==> src/rtl/uart_pkg.sv <==
// ---------------------------------------------------------------------------
// uart_pkg
// Shared definitions for the UART command-frame controller.
//   state_t     : frame-parser FSM states
//   SOF_DEFAULT : default start-of-frame byte value
//   in_frame()  : true while the FSM is collecting the body of a frame
//                 (the states in which the inter-byte timeout is armed)
// ---------------------------------------------------------------------------
package uart_pkg;

    typedef enum logic [2:0] {
        IDLE    = 3'd0,
        GET_CMD = 3'd1,
        GET_HI  = 3'd2,
        GET_LO  = 3'd3,
        GET_CHK = 3'd4,
        HOLD    = 3'd5
    } state_t;

    localparam logic [7:0] SOF_DEFAULT = 8'hA5;

    function automatic logic in_frame(input state_t s);
        return (s == GET_CMD) || (s == GET_HI) || (s == GET_LO) || (s == GET_CHK);
    endfunction

endpackage

==> src/rtl/uart_frame_timer.sv <==
// ---------------------------------------------------------------------------
// uart_frame_timer
// 16-bit inter-byte timeout counter.
//   clk, rst_n : clock, asynchronous active-low reset
//   clr        : synchronous clear (wins over en)
//   en         : count enable
//   expired    : high while enabled and the count sits at TO_CYC-1
// ---------------------------------------------------------------------------
module uart_frame_timer #(
    parameter int unsigned TO_CYC = 52080
) (
    input  logic clk,
    input  logic rst_n,
    input  logic clr,
    input  logic en,
    output logic expired
);

    localparam logic [15:0] LAST = 16'(TO_CYC - 1);

    logic [15:0] count;

    // Count parks at LAST so a stalled frame cannot wrap and re-arm.
    always_ff @(posedge clk or negedge rst_n) begin
        if (!rst_n) begin
            count <= 16'h0000;
        end else if (clr) begin
            count <= 16'h0000;
        end else if (en && (count != LAST)) begin
            count <= count + 16'h0001;
        end
    end

    assign expired = en && (count == LAST);

endmodule

==> src/rtl/uart_cmd_ctrl.sv <==
// ---------------------------------------------------------------------------
// uart_cmd_ctrl
// Parses SOF, CMD, DATA_HI, DATA_LO, CHK frames arriving byte-by-byte from a
// UART receiver and presents the decoded command to a consumer.
//   clk, rst_n   : clock, asynchronous active-low reset
//   rdy, rx_data : byte-ready flag and received byte from the receiver
//   clr_rdy      : registered one-cycle acknowledge back to the receiver
//   clr_cmd_rdy  : consumer acknowledge of the presented command
//   cmd_rdy      : cmd/data hold a valid frame
//   cmd, data    : command byte and {DATA_HI, DATA_LO} of the last good frame
//   frame_err    : one-cycle pulse on checksum failure or inter-byte timeout
//   ovr          : sticky overrun, set when a byte is dropped while holding
// ---------------------------------------------------------------------------
module uart_cmd_ctrl
    import uart_pkg::*;
#(
    parameter int unsigned TO_CYC = 52080,
    parameter logic [7:0]  SOF    = uart_pkg::SOF_DEFAULT
) (
    input  logic        clk,
    input  logic        rst_n,
    input  logic        rdy,
    input  logic [7:0]  rx_data,
    output logic        clr_rdy,
    input  logic        clr_cmd_rdy,
    output logic        cmd_rdy,
    output logic [7:0]  cmd,
    output logic [15:0] data,
    output logic        frame_err,
    output logic        ovr
);

    state_t      state, state_next;
    logic        accept;
    logic        expired;

    logic [7:0]  sh_cmd, sh_hi, sh_lo, sum;
    logic [7:0]  sh_cmd_next, sh_hi_next, sh_lo_next, sum_next;
    logic        cmd_rdy_next, err_next, ovr_next;
    logic [7:0]  cmd_next;
    logic [15:0] data_next;

    // clr_rdy is high in the cycle after an accept, masking the still-high
    // rdy so the same byte is never consumed twice.
    assign accept = rdy && !clr_rdy;

    uart_frame_timer #(
        .TO_CYC (TO_CYC)
    ) u_timer (
        .clk     (clk),
        .rst_n   (rst_n),
        .clr     (accept),
        .en      (in_frame(state)),
        .expired (expired)
    );

    always_ff @(posedge clk or negedge rst_n) begin
        if (!rst_n) begin
            state     <= IDLE;
            clr_rdy   <= 1'b0;
            cmd_rdy   <= 1'b0;
            cmd       <= 8'h00;
            data      <= 16'h0000;
            frame_err <= 1'b0;
            ovr       <= 1'b0;
            sh_cmd    <= 8'h00;
            sh_hi     <= 8'h00;
            sh_lo     <= 8'h00;
            sum       <= 8'h00;
        end else begin
            state     <= state_next;
            clr_rdy   <= accept;
            cmd_rdy   <= cmd_rdy_next;
            cmd       <= cmd_next;
            data      <= data_next;
            frame_err <= err_next;
            ovr       <= ovr_next;
            sh_cmd    <= sh_cmd_next;
            sh_hi     <= sh_hi_next;
            sh_lo     <= sh_lo_next;
            sum       <= sum_next;
        end
    end

    always_comb begin
        state_next   = state;
        cmd_rdy_next = cmd_rdy;
        cmd_next     = cmd;
        data_next    = data;
        err_next     = 1'b0;
        ovr_next     = ovr;
        sh_cmd_next  = sh_cmd;
        sh_hi_next   = sh_hi;
        sh_lo_next   = sh_lo;
        sum_next     = sum;

        // The consumer acknowledge always clears the overrun, in any state.
        if (clr_cmd_rdy) begin
            ovr_next = 1'b0;
        end

        // In the body states an accepted byte beats a coincident expiry.
        case (state)
            IDLE: begin
                sum_next = 8'h00;
                if (accept && (rx_data == SOF)) begin
                    state_next = GET_CMD;
                end
            end

            GET_CMD: begin
                if (accept) begin
                    sh_cmd_next = rx_data;
                    sum_next    = sum + rx_data;
                    state_next  = GET_HI;
                end else if (expired) begin
                    err_next   = 1'b1;
                    state_next = IDLE;
                end
            end

            GET_HI: begin
                if (accept) begin
                    sh_hi_next = rx_data;
                    sum_next   = sum + rx_data;
                    state_next = GET_LO;
                end else if (expired) begin
                    err_next   = 1'b1;
                    state_next = IDLE;
                end
            end

            GET_LO: begin
                if (accept) begin
                    sh_lo_next = rx_data;
                    sum_next   = sum + rx_data;
                    state_next = GET_CHK;
                end else if (expired) begin
                    err_next   = 1'b1;
                    state_next = IDLE;
                end
            end

            GET_CHK: begin
                if (accept) begin
                    if (rx_data == sum) begin
                        cmd_next     = sh_cmd;
                        data_next    = {sh_hi, sh_lo};
                        cmd_rdy_next = 1'b1;
                        state_next   = HOLD;
                    end else begin
                        err_next   = 1'b1;
                        state_next = IDLE;
                    end
                end else if (expired) begin
                    err_next   = 1'b1;
                    state_next = IDLE;
                end
            end

            HOLD: begin
                // Cleared here so a SOF taken on the release edge starts a
                // fresh checksum.
                sum_next = 8'h00;
                if (clr_cmd_rdy) begin
                    cmd_rdy_next = 1'b0;
                    // A byte arriving with the release is judged as if idle.
                    if (accept && (rx_data == SOF)) begin
                        state_next = GET_CMD;
                    end else begin
                        state_next = IDLE;
                    end
                end else if (accept) begin
                    ovr_next = 1'b1;
                end
            end

            default: begin
                state_next = IDLE;
            end
        endcase
    end

endmodule

==> config.mk <==
export PLATFORM = sky130hd
export DESIGN_NAME = uart_cmd_ctrl
export DESIGN_NICKNAME = d
export VERILOG_FILES = /design/src/rtl/uart_pkg.sv /design/src/rtl/uart_frame_timer.sv /design/src/rtl/uart_cmd_ctrl.sv
export SDC_FILE = /design/constraint.sdc
export NUM_CORES = 1
export LEC_CHECK = 0
export CAP_MARGIN = 30
export CORE_MARGIN = 1.5
export CORE_UTILIZATION = 55
export CTS_CLUSTER_DIAMETER = 150
export DETAILED_ROUTE_END_ITERATION = 10
export PLACE_DENSITY = 0.78
export SETUP_SLACK_MARGIN = 0.5
export SYNTH_ARGS = -nofsm -noshare
export SYNTH_HDL_FRONTEND = slang
export SYNTH_SLANG_ARGS = --single-unit
==> constraint.sdc <==
create_clock -name clk -period 2.8 [get_ports clk]
set_input_delay 0.42 -clock clk [delete_from_list [all_inputs] [get_ports clk]]
set_output_delay 0.42 -clock clk [all_outputs]
set_load 0.02 [all_outputs]
* Yosys cells after proc, flatten, opt, wreduce, memory -nomap -nowiden
Index checks and enable logic that the tools add are counted.
** Word-level totals
- Register bits :: 79
- Input bits :: 12
- Output and inout port bits :: 28
- Word-level logic and storage cells :: 76
** Operators by class
- Add/subtract/negate cells :: 2
- Equal/unequal tests :: 14
- Mux-type cells :: 27
- Reduce and logical (&&, ||, !) cells :: 21
** Operators by type and width (number)
- $mux 16 :: 2
- $mux 3 :: 8
- $pmux 3 s6 :: 1
- $add 16x1->16 const B :: 1
- $eq 16x16->1 const B :: 1
- $ne 16x16->1 const B :: 1
- $pmux 8 s2 :: 1
- $mux 1 :: 12
- $reduce_and 2->1 :: 5
- $add 8x8->8 :: 1
- $eq 8x8->1 :: 1
- $eq 8x8->1 const B :: 1
- $mux 8 :: 1
- $eq 3x2->1 const B :: 2
- $eq 3x3->1 const B :: 2
- $ne 2x2->1 const B :: 3
- $reduce_bool 2->1 :: 3
- $logic_and 1x1->1 :: 4
- $ne 2x1->1 const B :: 2
- $pmux 1 s2 :: 2
- $reduce_and 4->1 :: 1
- $eq 3x1->1 const B :: 1
- $logic_not 3->1 :: 1
- $logic_or 1x1->1 :: 3
- other kinds (4) :: 4

* Depth between registers and ports, before layout
- Depth in word-level cells :: 8
- Depth in mapped cells :: 8
- Mapped depth without buffers :: 7

* By module
From an unflattened synthesis, not the netlist that was laid out.
** Second synthesis, totals
- Cells, all modules :: 309
- Area total of the unflattened synthesis :: 3856.2 sq um
** By module, submodules not included
- uart_cmd_ctrl :: instances 1, cells an instance 218, area an instance 2962.8 sq um, sequential area each 1576.5 sq um
- uart_frame_timer :: instances 1, cells an instance 91, area an instance 893.4 sq um, sequential area each 400.4 sq um

* Least setup slack after synthesis
Ideal clock, no wire load.
- Path kind :: input to register
- From :: input port rx_data[5]
- To :: register cmd[0]
- Library setup time :: 0.125 ns
- Arrival time :: 1.877 ns
- Required time :: 2.675 ns
- Path slack :: 0.798 ns
- Stages :: 6
- Path buffers :: 1
- Cell sequence :: ha_1 > nor4_4 > nand4_2 > nor2_4 > buf_6 > mux2_2
** On the way
- Longest elaborated chain between the ends :: 2
** RTL lines
- start: declaration :: line uart_cmd_ctrl.sv:23 : input logic [7:0] rx_data,
- $eq 8x8->1 :: line uart_cmd_ctrl.sv:146 : if (rx_data == sum) begin
- $reduce_and 3->1 (no line)
- end signal: assignment :: line uart_cmd_ctrl.sv:74 : cmd <= cmd_next;
- end: declaration :: line uart_cmd_ctrl.sv:27 : output logic [7:0] cmd,
No other way between the ends.
A chain may end at the register's enable or synchronous reset.

* Worst setup path after layout
- From :: input port rx_data[4]
- To :: register cmd[5]
Same word-level chain as after synthesis.

==> results.md <==
* Status: complete, but fails checks
* Failing checks: design-rule violations
* DRT iter0 DRCs at 125
* Diode count at 0
* Pwr dens at 725 mW/mm2
* Initial Utilization at 58.1%
* Layout cells sized above 1 at 27.3%
* Worst-path clk slew at 80 ps
* Pre-CTS WS at 158 ps
* # rows at 29
* Crit share post-route at 78.9%
* Ys Warns at 0
* Routability cong. at 0.878
* HPWL after DPL at 4.96 mm
* Area grow syn2layout at 19.1%
* Core area at 0.00646 mm2
* Die Wd at 85.6 um
* Max_cap viols at 0
* Worst vdd ir at 0.467 mV
* Wirelength, routed at 7.31 mm
* Critical path's slowest cell: clkdlybuf4s50_1
* CTS tree: yes
* Synth top area share at 52.7%
* Slowest stage delay, CP at 500 ps
* CP Cell Sequence: clkdlybuf4s50_1 -> ha_1 -> nor3_2 -> nand4_2 -> nor2_4 -> buf_12 -> mux2_2
* Clock skew at 11.7 ps
* Crit Path Category: in -> reg
* First-pass GRT wire length at 12.4 mm
* Synth unique cells at 51
* Family with the most delay on the worst path: buffers and inverters
* Initial antenna violation count at 0
* Post-route ant nets at 0
* Leakage at 1.99 nW
* H-tree depth at 3
* Top area cells in the synthesized netlist: dfrtp_1 (53%), mux2_2 (14%), ha_1 (2.7%), xnor2_1 (2.3%), nor2_1 (2.0%)
* Slew HR at 55.8%
* Synth Area in XOR/XNOR at 4.20%
* Port-buffer cells at 39
* Final setup viols at 0
* Die area at 0.00732 mm2
* FF+latch count, synth at 79
* Cells after Synth at 301
* Switch share at 33.2%
* Seq pwr share at 49.0%
* FFs w/ async S/R, synth at 100%
* DRT Pass-1 Iters at 7
* Area share of fa/ha/maj cells after synthesis at 3.20%
* Fmax at 0.452 GHz
* EDFF count, synth at 0
* WP buf/inv at 2
* Comb pwr share at 26.8%
* CP Data Required Time at 3040 ps
* Average cell area after synthesis at 12.5 um2
* Ys flop type: dfrtp_1
* Final net count at 371
* Min cycle time layout at 2210 ps
* Compound-Gate Fraction of Synth Area at 7.51%
* Int Power at 0.00216 W
* Critical Path Sink Type: flop
* Commonest non-fill, non-tap cell in the layout: dfrtp_1
* Total Neg Setup Slack at 0 ps
* Sequential-to-total area share from yosys stat at 52.7%
* Fin. Hold Viols at 0
* Drt wl/cell at 16.9 um
* Clock Power Share at 24.2%
* Via-to-Cell Ratio at 5.86
* Clock Latency Late Sink at 360 ps
* Overflow after GRT at 0
* Routed via count at 2533
* Hold crit path type: in -> async
* Simple-gate share of the synthesized area at 15.2%
* Clk sinks at 79
* Tot GR Track Use at 21.9%
* Arrival @ worst endpoint at 2450 ps
* Post-synth top area cell: dfrtp_1
* Synthesized cell area at 0.00375 mm2
* Final WS setup at 590 ps
* CTS Buffer Depth at 2
* Vias in the first global route at 2498
* Syn_nets at 322
* Worst-path fanout max at 24
* Startpoint Class: primary input
* Switch Pwr at 0.00108 W
* RSZ-0062 raised after global routing: false
* Worst-Margin Slew at 658 ps
* DRC at 2
* Combinational family with the most area after synthesis: simple AND/OR/NAND/NOR gates
* Clock Root Buffer: clkbuf_8
* # IOs at 40
* Cts bufs inserted at 9
* Pin count of the biggest net entering global routing at 80
* Pins Over Slew Limit at 0
* Most frequent cells in the layout: dfrtp_1 (79), mux2_2 (48), clkdlybuf4s50_1 (37), nor2_1 (20), nand2_1 (13)
* Die Ht at 85.6 um
* Post-synthesis mux area share at 14.4%
-- flip-flops by register name, summed over array words and instances (netlist names) --
name           count
clr_rdy            1
cmd                8
cmd_rdy            1
data              16
frame_err          1
ovr                1
sh_cmd             8
sh_hi              8
sh_lo              8
state              3
sum                8
u_timer.count     16
-- synthesized netlist by cell type (2+ instances only) --
master / n
a22o_1: 6
inv_1: 6
mux2_2: 48
nor2_1: 20
and3_1: 2
nor4_4: 2
dfrtp_1: 79
nor4_2: 2
nand2b_1: 2
or3_1: 2
buf_6: 3
xnor2_1: 10
o21ai_0: 11
and4_1: 3
nand3_1: 11
ha_1: 8
a211oi_1: 3
nand4_2: 3
a21o_1: 4
xor2_1: 8
nand4_1: 3
nor2_4: 2
a31oi_1: 2
o21bai_1: 2
nand2_1: 13
nor3_1: 9
nor4bb_1: 2
a21oi_1: 7
a221oi_1: 2
buf_2: 5
-- timing repair --
item	CTS	global route
hold buffers	0	1
hold endpoints to repair	0	10
setup endpoints to repair	0	25
setup buffers	0	0
resized for setup	0	5
-- worst paths after layout --
check	startpoint	cells past startpoint	slack (ps)	endpoint
min in group clk	sum[3]	2	500	sum[3]
min	rst_n	2	450	u_timer.count[8]
max in group asynchronous	rst_n	3	1780	u_timer.count[15]
min reg2reg	sum[3]	2	500	sum[3]
max	rx_data[4]	7	590	cmd[5]
max reg2reg	state[0]	3	710	sh_cmd[4]
-- power groups by stage --
stage / clock network, W / registers (W) / logic, W
floorplan: 0 / 0.00152 / 0.000715
global placement: 0 / 0.00159 / 0.000812
detailed placement: 0 / 0.00160 / 0.000837
CTS: 0.000792 / 0.00158 / 0.000843
global route: 0.000846 / 0.00162 / 0.000972
finish: 0.000784 / 0.00159 / 0.000867
-- worst register-to-register path, stage by stage, from the launching register on --
cell and delay, ps:
dfrtp_1 680, inv_1 240, nor4_4 660, mux2_2 410
-- cells by family after synthesis --
family                     after synthesis
and+or+nand+nor                         88
DFF                                     79
muxes                                   48
AOI/OAI and AO/OA                       42
xor gates and xnor gates                18
buffers and inverters                   17
adders and majority gates                9
-- metal layers --
layer  routed length [um]  vias up  GRT usage (%)
met5                    0        -              0
met4                   98        0           7.92
met3                  257        8           4.62
met2                 3330       48           32.0
met1                 3620     1280           32.6
li1                     -     1197              -
-- layout make-up --
cell class,count,area [um2]
clock buffers,9,124
inverters,7,26.3
flip-flops and latches,79,1980
clock inverters,7,55.1
fillers,484,1990
well taps,77,96.3
repair buffers,48,493
multi-input cells,205,1700
-- through the flow --
stage	hold slack [ps]	instance area (um2)	cells	total power [W]	utilization [%]
CTS	271	4400	430	0.00322	68.2
global placement	469	4220	414	0.00240	65.4
floorplan	124	3750	301	0.00223	-
detailed placement	482	4220	414	0.00244	65.4
finish	445	4470	432	0.00324	69.2
global route	464	4470	432	0.00344	69.2
Power figures use the tool's default switching activity.
